==> src/rtl/prog_delay_line_pkg.sv <==
// rtl/prog_delay_line_pkg.sv - shared types, reset constants and sizing helper for prog_delay_line
package prog_delay_line_pkg;

   typedef enum logic [1:0] {
      FLUSH = 2'd0,
      FILL  = 2'd1,
      RUN   = 2'd2
   } state_e;

   localparam int DEFAULT_WIDTH     = 8;
   localparam int DEFAULT_MAX_DEPTH = 16;

   localparam state_e RST_STATE = FLUSH;
   localparam logic   RST_VALID = 1'b0;
   localparam logic   RST_BUSY  = 1'b1;

   // Pointer width for a ring of the given depth; a depth of 2 still needs one bit.
   function automatic int addr_width(input int depth);
      return (depth <= 2) ? 1 : $clog2(depth);
   endfunction

endpackage

==> src/rtl/prog_delay_line_ring_ram.sv <==
// rtl/prog_delay_line_ring_ram.sv - ring storage: one write port, one registered read port
// A read and a write to the same address in one cycle return the previous content.
module dly_ring_ram #(
   parameter int WIDTH = 8,
   parameter int DEPTH = 16,
   parameter int AW    = 4
) (
   input  logic             clk,
   input  logic             we,
   input  logic [AW-1:0]    waddr,
   input  logic [WIDTH-1:0] wdata,
   input  logic             re,
   input  logic [AW-1:0]    raddr,
   output logic [WIDTH-1:0] rdata
);

   logic [WIDTH-1:0] mem_q [DEPTH];
   logic [WIDTH-1:0] rdata_q;

   always_ff @(posedge clk) begin
      if (re) begin
         rdata_q <= mem_q[raddr];
      end
      if (we) begin
         mem_q[waddr] <= wdata;
      end
   end

   assign rdata = rdata_q;

endmodule

==> src/rtl/prog_delay_line.sv <==
// rtl/prog_delay_line.sv - runtime-programmable sample delay (D = dly+1 cycles) over a ring buffer
// Optional clock-enable port ce when PROG_DELAY_LINE_CE_EN is defined.
module prog_delay_line
   import prog_delay_line_pkg::*;
#(
   parameter int WIDTH     = DEFAULT_WIDTH,
   parameter int MAX_DEPTH = DEFAULT_MAX_DEPTH,
   localparam int AW       = addr_width(MAX_DEPTH)
) (
   input  logic             clk,
   input  logic             rst,
`ifdef PROG_DELAY_LINE_CE_EN
   input  logic             ce,
`endif
   input  logic [WIDTH-1:0] a,
   input  logic [AW-1:0]    dly,
   output logic [WIDTH-1:0] b,
   output logic             b_valid,
   output logic             busy
);

   logic ce_w;
`ifdef PROG_DELAY_LINE_CE_EN
   assign ce_w = ce;
`else
   assign ce_w = 1'b1;
`endif

   state_e           state_q, state_d;
   logic [AW-1:0]    wr_ptr_q, wr_ptr_d;
   logic [AW-1:0]    fill_cnt_q, fill_cnt_d;
   logic [AW-1:0]    dly_q, dly_d;
   logic [WIDTH-1:0] byp_q;
   logic             byp_sel_q;
   logic [WIDTH-1:0] ram_rdata;
   logic [AW-1:0]    rd_addr;
   logic             ram_en;

   // FILL ends so that RUN starts exactly D cycles after FLUSH; a zero delay skips FILL.
   always_comb begin
      state_d    = state_q;
      fill_cnt_d = fill_cnt_q;
      dly_d      = dly_q;
      wr_ptr_d   = wr_ptr_q + 1'b1;
      case (state_q)
         FLUSH: begin
            fill_cnt_d = '0;
            state_d    = (dly_q == '0) ? RUN : FILL;
         end
         FILL: begin
            fill_cnt_d = fill_cnt_q + 1'b1;
            if (fill_cnt_d == dly_q) begin
               state_d = RUN;
            end
         end
         RUN: begin
            state_d = RUN;
         end
         default: begin
            state_d = FLUSH;
         end
      endcase
      if (dly != dly_q) begin
         dly_d   = dly;
         state_d = FLUSH;
      end
   end

   always_ff @(posedge clk) begin
      if (rst) begin
         state_q    <= RST_STATE;
         wr_ptr_q   <= '0;
         fill_cnt_q <= '0;
         dly_q      <= dly;
         byp_q      <= '0;
         byp_sel_q  <= 1'b1;
      end else if (ce_w) begin
         state_q    <= state_d;
         wr_ptr_q   <= wr_ptr_d;
         fill_cnt_q <= fill_cnt_d;
         dly_q      <= dly_d;
         byp_q      <= a;
         byp_sel_q  <= (dly_q == '0);
      end
   end

   // Slot written dly_q cycles ago; a zero delay would collide with this cycle's write.
   assign rd_addr = wr_ptr_q - dly_q;
   assign ram_en  = ce_w & ~rst;

   dly_ring_ram #(
      .WIDTH (WIDTH),
      .DEPTH (MAX_DEPTH),
      .AW    (AW)
   ) u_ram (
      .clk   (clk),
      .we    (ram_en),
      .waddr (wr_ptr_q),
      .wdata (a),
      .re    (ram_en),
      .raddr (rd_addr),
      .rdata (ram_rdata)
   );

   assign b       = byp_sel_q ? byp_q : ram_rdata;
   assign b_valid = (state_q == RUN);
   assign busy    = (state_q != RUN);

endmodule

==> config.mk <==
export PLATFORM = sky130hd
export DESIGN_NAME = prog_delay_line
export DESIGN_NICKNAME = d
export VERILOG_FILES = /design/src/rtl/prog_delay_line_pkg.sv /design/src/rtl/prog_delay_line_ring_ram.sv /design/src/rtl/prog_delay_line.sv
export SDC_FILE = /design/constraint.sdc
export NUM_CORES = 1
export LEC_CHECK = 0
export ABC_AREA = 1
export BUFFER_PORTS_ARGS = -buffer_cell sky130_fd_sc_hd__buf_4
export CAP_MARGIN = 0
export CORE_MARGIN = 2
export CORE_UTILIZATION = 26
export DETAILED_ROUTE_END_ITERATION = 12
export GPL_TIMING_DRIVEN = 0
export SLEW_MARGIN = 40
export SYNTH_ARGS = -nofsm -noshare
export SYNTH_HDL_FRONTEND = slang
export SYNTH_HIERARCHICAL = 1
export SYNTH_SLANG_ARGS = --single-unit
==> constraint.sdc <==
create_clock -name clk -period 2.68 [get_ports clk]
set_input_delay 0.402 -clock clk [delete_from_list [all_inputs] [get_ports clk]]
set_output_delay 0.402 -clock clk [all_outputs]
set_load 0.05 [all_outputs]
Word level (Yosys, flattened, before mapping) --
Memories as Yosys holds them, arrays and structs flattened. A register that Yosys moved wholly into a read port is not among the register bits. Cells that the tools add are included.
Storage, ports and cells: bits in registers 23, bits in writable memories 128, input bits 14, output and inout bits 10, word-level logic and storage cells 30, memories kept 1
Memories:
- u_ram.mem_q | words 16, bits a word 8, rd ports 1, clocked after Yosys merged registers in 1, wr ports 1, line prog_delay_line_ring_ram.sv:17 | logic [WIDTH-1:0] mem_q [DEPTH];
Operators by class: add/subtract/negate cells 3, eq/ne operators 6, mux-type cells 8, reductions and logical operators 6
Operators by type and width (count):
- adder 4 x 1 -> 4 bit (second input constant) | 2
- 2-to-1 mux 4 bit | 2
- 2-to-1 mux 8 bit | 1
- case mux 4 bit (2 select lines) | 1
- case mux 2 bit (3 select lines) | 1
- == test 4 bit | 1
- zero test 4 bit | 1
- 2-to-1 mux 2 bit | 2
- != test 2 bit (second input constant) | 2
- != test 4 bit | 1
- nonzero test 2 bit | 2
- subtractor 4 bit | 1
- == test 2 x 1 -> 1 bit (second input constant) | 1
- == test 2 bit (second input constant) | 1
- zero test 2 bit | 1
- OR reduction 2 bit | 1
- zero test 1 bit | 1
- 2-to-1 mux 1 bit | 1

Logic depth before layout (Yosys ltp) --
depth in word-level cells 4, depth in mapped cells 11, gate-level depth less buffers 11

Hierarchy --
Netlist, hierarchy kept.
Modules (own cells, without submodules):
- dly_ring_ram | instances 1, cells an instance 551, area an instance 5846.9 sq um, seq. area each 4083.9 sq um
- prog_delay_line | instances 1, cells an instance 149, area an instance 1223.7 sq um, seq. area each 500.5 sq um

Worst setup path after synthesis --
No wires, ideal clock.
path type register to register, start point reg wr_ptr_q[0], end point reg u_ram.rdata_q[0] (netlist: u_ram/rdata[0]), read port of u_ram.mem_q (data pin), library setup time 253 ps, arrival 1734 ps, required time 2427 ps, setup slack 693 ps, cell stages (with the launch flop) 12, path buffers 2, period minus slack after synthesis 1987 ps, cells stage by stage dfxtp_1 > inv_1 > ha_1 > inv_1 > fa_1 > xor2_1 > buf_2 > inv_1 > buf_4 > nand3_1 > nand3_1 > nand2_1
Between the ends: longest elaborated chain between the ends 1
Ends and longest elaborated chain:
- from (decl) | line prog_delay_line.sv:30 | logic [AW-1:0] wr_ptr_q, wr_ptr_d;
- from (signal assigned) | line prog_delay_line.sv:79 | wr_ptr_q <= wr_ptr_d;
- subtractor 4 bit | line prog_delay_line.sv:88 | assign rd_addr = wr_ptr_q - dly_q;
- via rd_addr[2] | line prog_delay_line.sv:36 | logic [AW-1:0] rd_addr;
- to (decl) | line prog_delay_line_ring_ram.sv:18 | logic [WIDTH-1:0] rdata_q;
The timed path passes the listed nets, and every way through them passes these cells. A chain may end at the register's enable or synchronous reset.

Worst setup path in the final report --
start point reg wr_ptr_q[0], end point reg u_ram.rdata_q[4] (netlist: u_ram/rdata[4]), read port of u_ram.mem_q (data pin)
Same word-level chain as after synthesis.

==> results.json <==
{
  "netlist_area_sq_um": 7071,
  "synth.distinct_cells": 27,
  "ys.flop_type": "edfxtp_1",
  "num_vias": 4826,
  "synth_nets": 724,
  "status": "finished clean",
  "cp_cell_sequence": "inv_1 > ha_1 > inv_1 > fa_1 > xor2_1 > buf_2 > inv_1 > buf_4 > nand3_1 > nand3_1 > nand2_1",
  "h-tree-depth": 4,
  "routed_wl_mm": 17.71,
  "power.net_switching_mw": 1.797,
  "first_pass_iters": 5,
  "grt_overflow": 0,
  "drc": 0,
  "finalCritPeriodShare_pct": 91.63,
  "whs_ps": 169.3,
  "p_int_mw": 4.400,
  "synthArstFlopShare_pct": 0,
  "nFillCells": 2686,
  "crit_type": "flop to flop",
  "hold_viol": 0,
  "gp_congestion": 0.8701,
  "clock_path_buffers": 2,
  "synth_edf_count": 140,
  "antenna_found_initial": 0,
  "cp_slowest_cell": "fa_1",
  "cts_buffers": 17,
  "finalClockSkew_ps": 7.694,
  "start_util_pct": 26.38,
  "row_count": 60,
  "port_buffers": 22,
  "cp-end-kind": "flop",
  "grt_pass1_wl_mm": 26.79,
  "synth_area_leaders": "edfxtp_1 59%, nand2_1 11%, nand3_1 7.4%",
  "max_slew_margin_pct": 44.71,
  "vias_per_cell": 4.407,
  "postLayoutCellArea_sq_um": 8240,
  "clk_pin_slew_worst_paths_ps": 60,
  "avgSynthCellArea_sq_um": 10.10,
  "seq_power_share_pct": 45.5,
  "root_buffer": "clkbuf_16",
  "areaGrowthSynthToFinish_pct": 16.55,
  "cpMostUsedCell": "inv_1",
  "insertion_delay_ps": 430,
  "place_area_sq_um": 7662,
  "vdd_drop_max_mv": 0.4273,
  "critPathRequiredTime_ps": 2850,
  "syn_inst": 700,
  "yosys_warnings": 6,
  "post_route_cells_drive_above_1_share_pct": 13.79,
  "cp_slowest_stage_delay_ps": 380,
  "clock_power_share_pct": 37.0,
  "power_density_nw_per_um2": 752.0,
  "clock.fmax_ghz": 0.4072,
  "finalWorstPathRequiredPeriod_ps": 2456,
  "postCtsHoldBufs": 0,
  "cp_max_fo": 10,
  "ioPinCount": 24,
  "core_area_sq_um": 26800,
  "grt_max_degree": 18,
  "die-area_sq_um": 28530,
  "grt_pass1_vias": 4589,
  "drtIter0Drc": 469,
  "maxCapViolCount": 0,
  "leakage_nw": 3.480,
  "cts_resized": 0,
  "post_cts_buffers": 0,
  "synth_seq_area_share_pct": 64.84,
  "final_max_slew_viol_count": 0,
  "total_power_mw": 6.197,
  "place_hpwl_mm": 11.88,
  "hold_class": "input pin to flop",
  "post-route-util_pct": 30.75,
  "tightest_slew_ps": 826.3,
  "synth_top_area_share_pct": 59.46,
  "cp.arrival_ps": 2620,
  "die_h_um": 168.9,
  "antenna_left": 0,
  "clock-sinks": 159,
  "comb_power_share_pct": 17.5,
  "die_x_um": 168.9,
  "diodes": 0,
  "finalSetupViolations": 0,
  "final_nets": 765,
  "rsz0062_at_grt": "no",
  "grt_use_total_pct": 12.85,
  "tns_ps": 0,
  "synth_top_cell_by_area": "edfxtp_1",
  "tritoncts": "built",
  "ys_ff_latch": 159,
  "wire_per_inst_um": 16.17,
  "swShare_pct": 29.00,
  "crit_path_start_kind": "flop"
}
Yosys cell counts, types with 2 or more instances:
master and number:
a21oi_1 7, buf_2 15, buf_4 4, buf_6 6, dfxtp_1 19, edfxtp_1 140
ha_1 9, inv_1 124, inv_2 4, mux2_2 8, nand2_1 198, nand2_2 3
nand3_1 105, nand3b_1 2, nand4_1 2, nor2_1 35, nor2_2 4, o21ai_0 2
xnor2_1 3, xor2_1 3
registers in the layout (all words and copies together) (netlist names):
name,cells
byp_q,8
byp_sel_q,1
dly_q,4
fill_cnt_q,4
state_q,2
u_ram/mem_q,128
u_ram/rdata,8
wr_ptr_q,4
per-stage QoR:
stage	std cells	worst slack [ps]
after floorplan	700	692.6
after global placement	1063	233.4
after detailed placement	1063	257.0
after CTS	1095	238.8
after global routing	1095	127.7
final	1095	224.3
layout by cell type (no fill, tap or decap), types with 6 or more instances in the layout:
master and instances:
nand3_1 105, buf_2 15, nor2_2 11, buf_6 6
nand2_1 198, ha_1 9, mux2_2 8, clkbuf_16 17
buf_4 26, inv_1 124, edfxtp_1 140, nor2_1 28
dfxtp_1 19, a21oi_1 7
cell type report:
type | count | area, sq um | area share, %
Buffer | 27 | 180.2 | 2.186
Clock inverter | 15 | 135.1 | 1.640
Inverter | 128 | 480.5 | 5.831
Clock buffer | 17 | 425.4 | 5.162
Timing Repair Buffer | 22 | 165.2 | 2.004
Multi-Input combinational cell | 386 | 1843 | 22.37
Tap cell | 341 | 426.7 | 5.178
Sequential cell | 159 | 4584 | 55.63
final timing paths:
check | startpoint | to | slack, ps | depth (start not counted)
setup reg to reg | wr_ptr_q[0]$_SDFF_PP0_ | u_ram/rdata[4]$_DFFE_PP_ | 220 | 11
hold reg to reg | fill_cnt_q[3]$_SDFFE_PP0P_ | fill_cnt_q[3]$_SDFFE_PP0P_ | 490 | 2
setup / recovery | wr_ptr_q[0]$_SDFF_PP0_ | u_ram/rdata[4]$_DFFE_PP_ | 220 | 11
hold / removal | dly[2] | dly_q[2]$_DFFE_PP_ | 170 | 1
per-layer routing:
| layer | part of all wire [%] | vias up | track usage, % |
|---|---|---|---|
| met5 | 0 | - | 0 |
| met4 | 2.0 | 0 | 4.985 |
| met3 | 5.7 | 24 | 2.315 |
| met2 | 48 | 151 | 20.81 |
| met1 | 45 | 2318 | 17.15 |
| li1 | - | 2333 | - |
logic make-up (layout without fill, tap and decap cells):
family / Yosys count / in the layout / share of synthesized area (%)
xor gates and xnor gates: 6 / 6 / 0.7434
AOI/OAI and AO/OA: 11 / 11 / 0.8848
and+or+nand+nor: 351 / 351 / 21.04
buffers and inverters: 155 / 209 / 9.343
muxes: 8 / 8 / 1.274
adders and majority gates: 10 / 10 / 1.876
DFF: 159 / 159 / 64.84
power groups by stage:
stage,Combinational (mW),Sequential (mW),Clock [mW]
after CTS,1.08,2.82,2.33
after global routing,1.18,2.83,2.45
after detailed placement,1.08,2.87,0
final,1.08,2.82,2.30
after floorplan,0.680,2.86,0
after global placement,1.07,2.87,0
critical path: cells and delay by family (launching register included):
family	cells	cell delay (ps)
adders and majority gates	2	510
xor gates and xnor gates	1	170
buffers and inverters	5	760
DFF	1	370
and+or+nand+nor	3	370
Power figures use the tool's default switching activity.
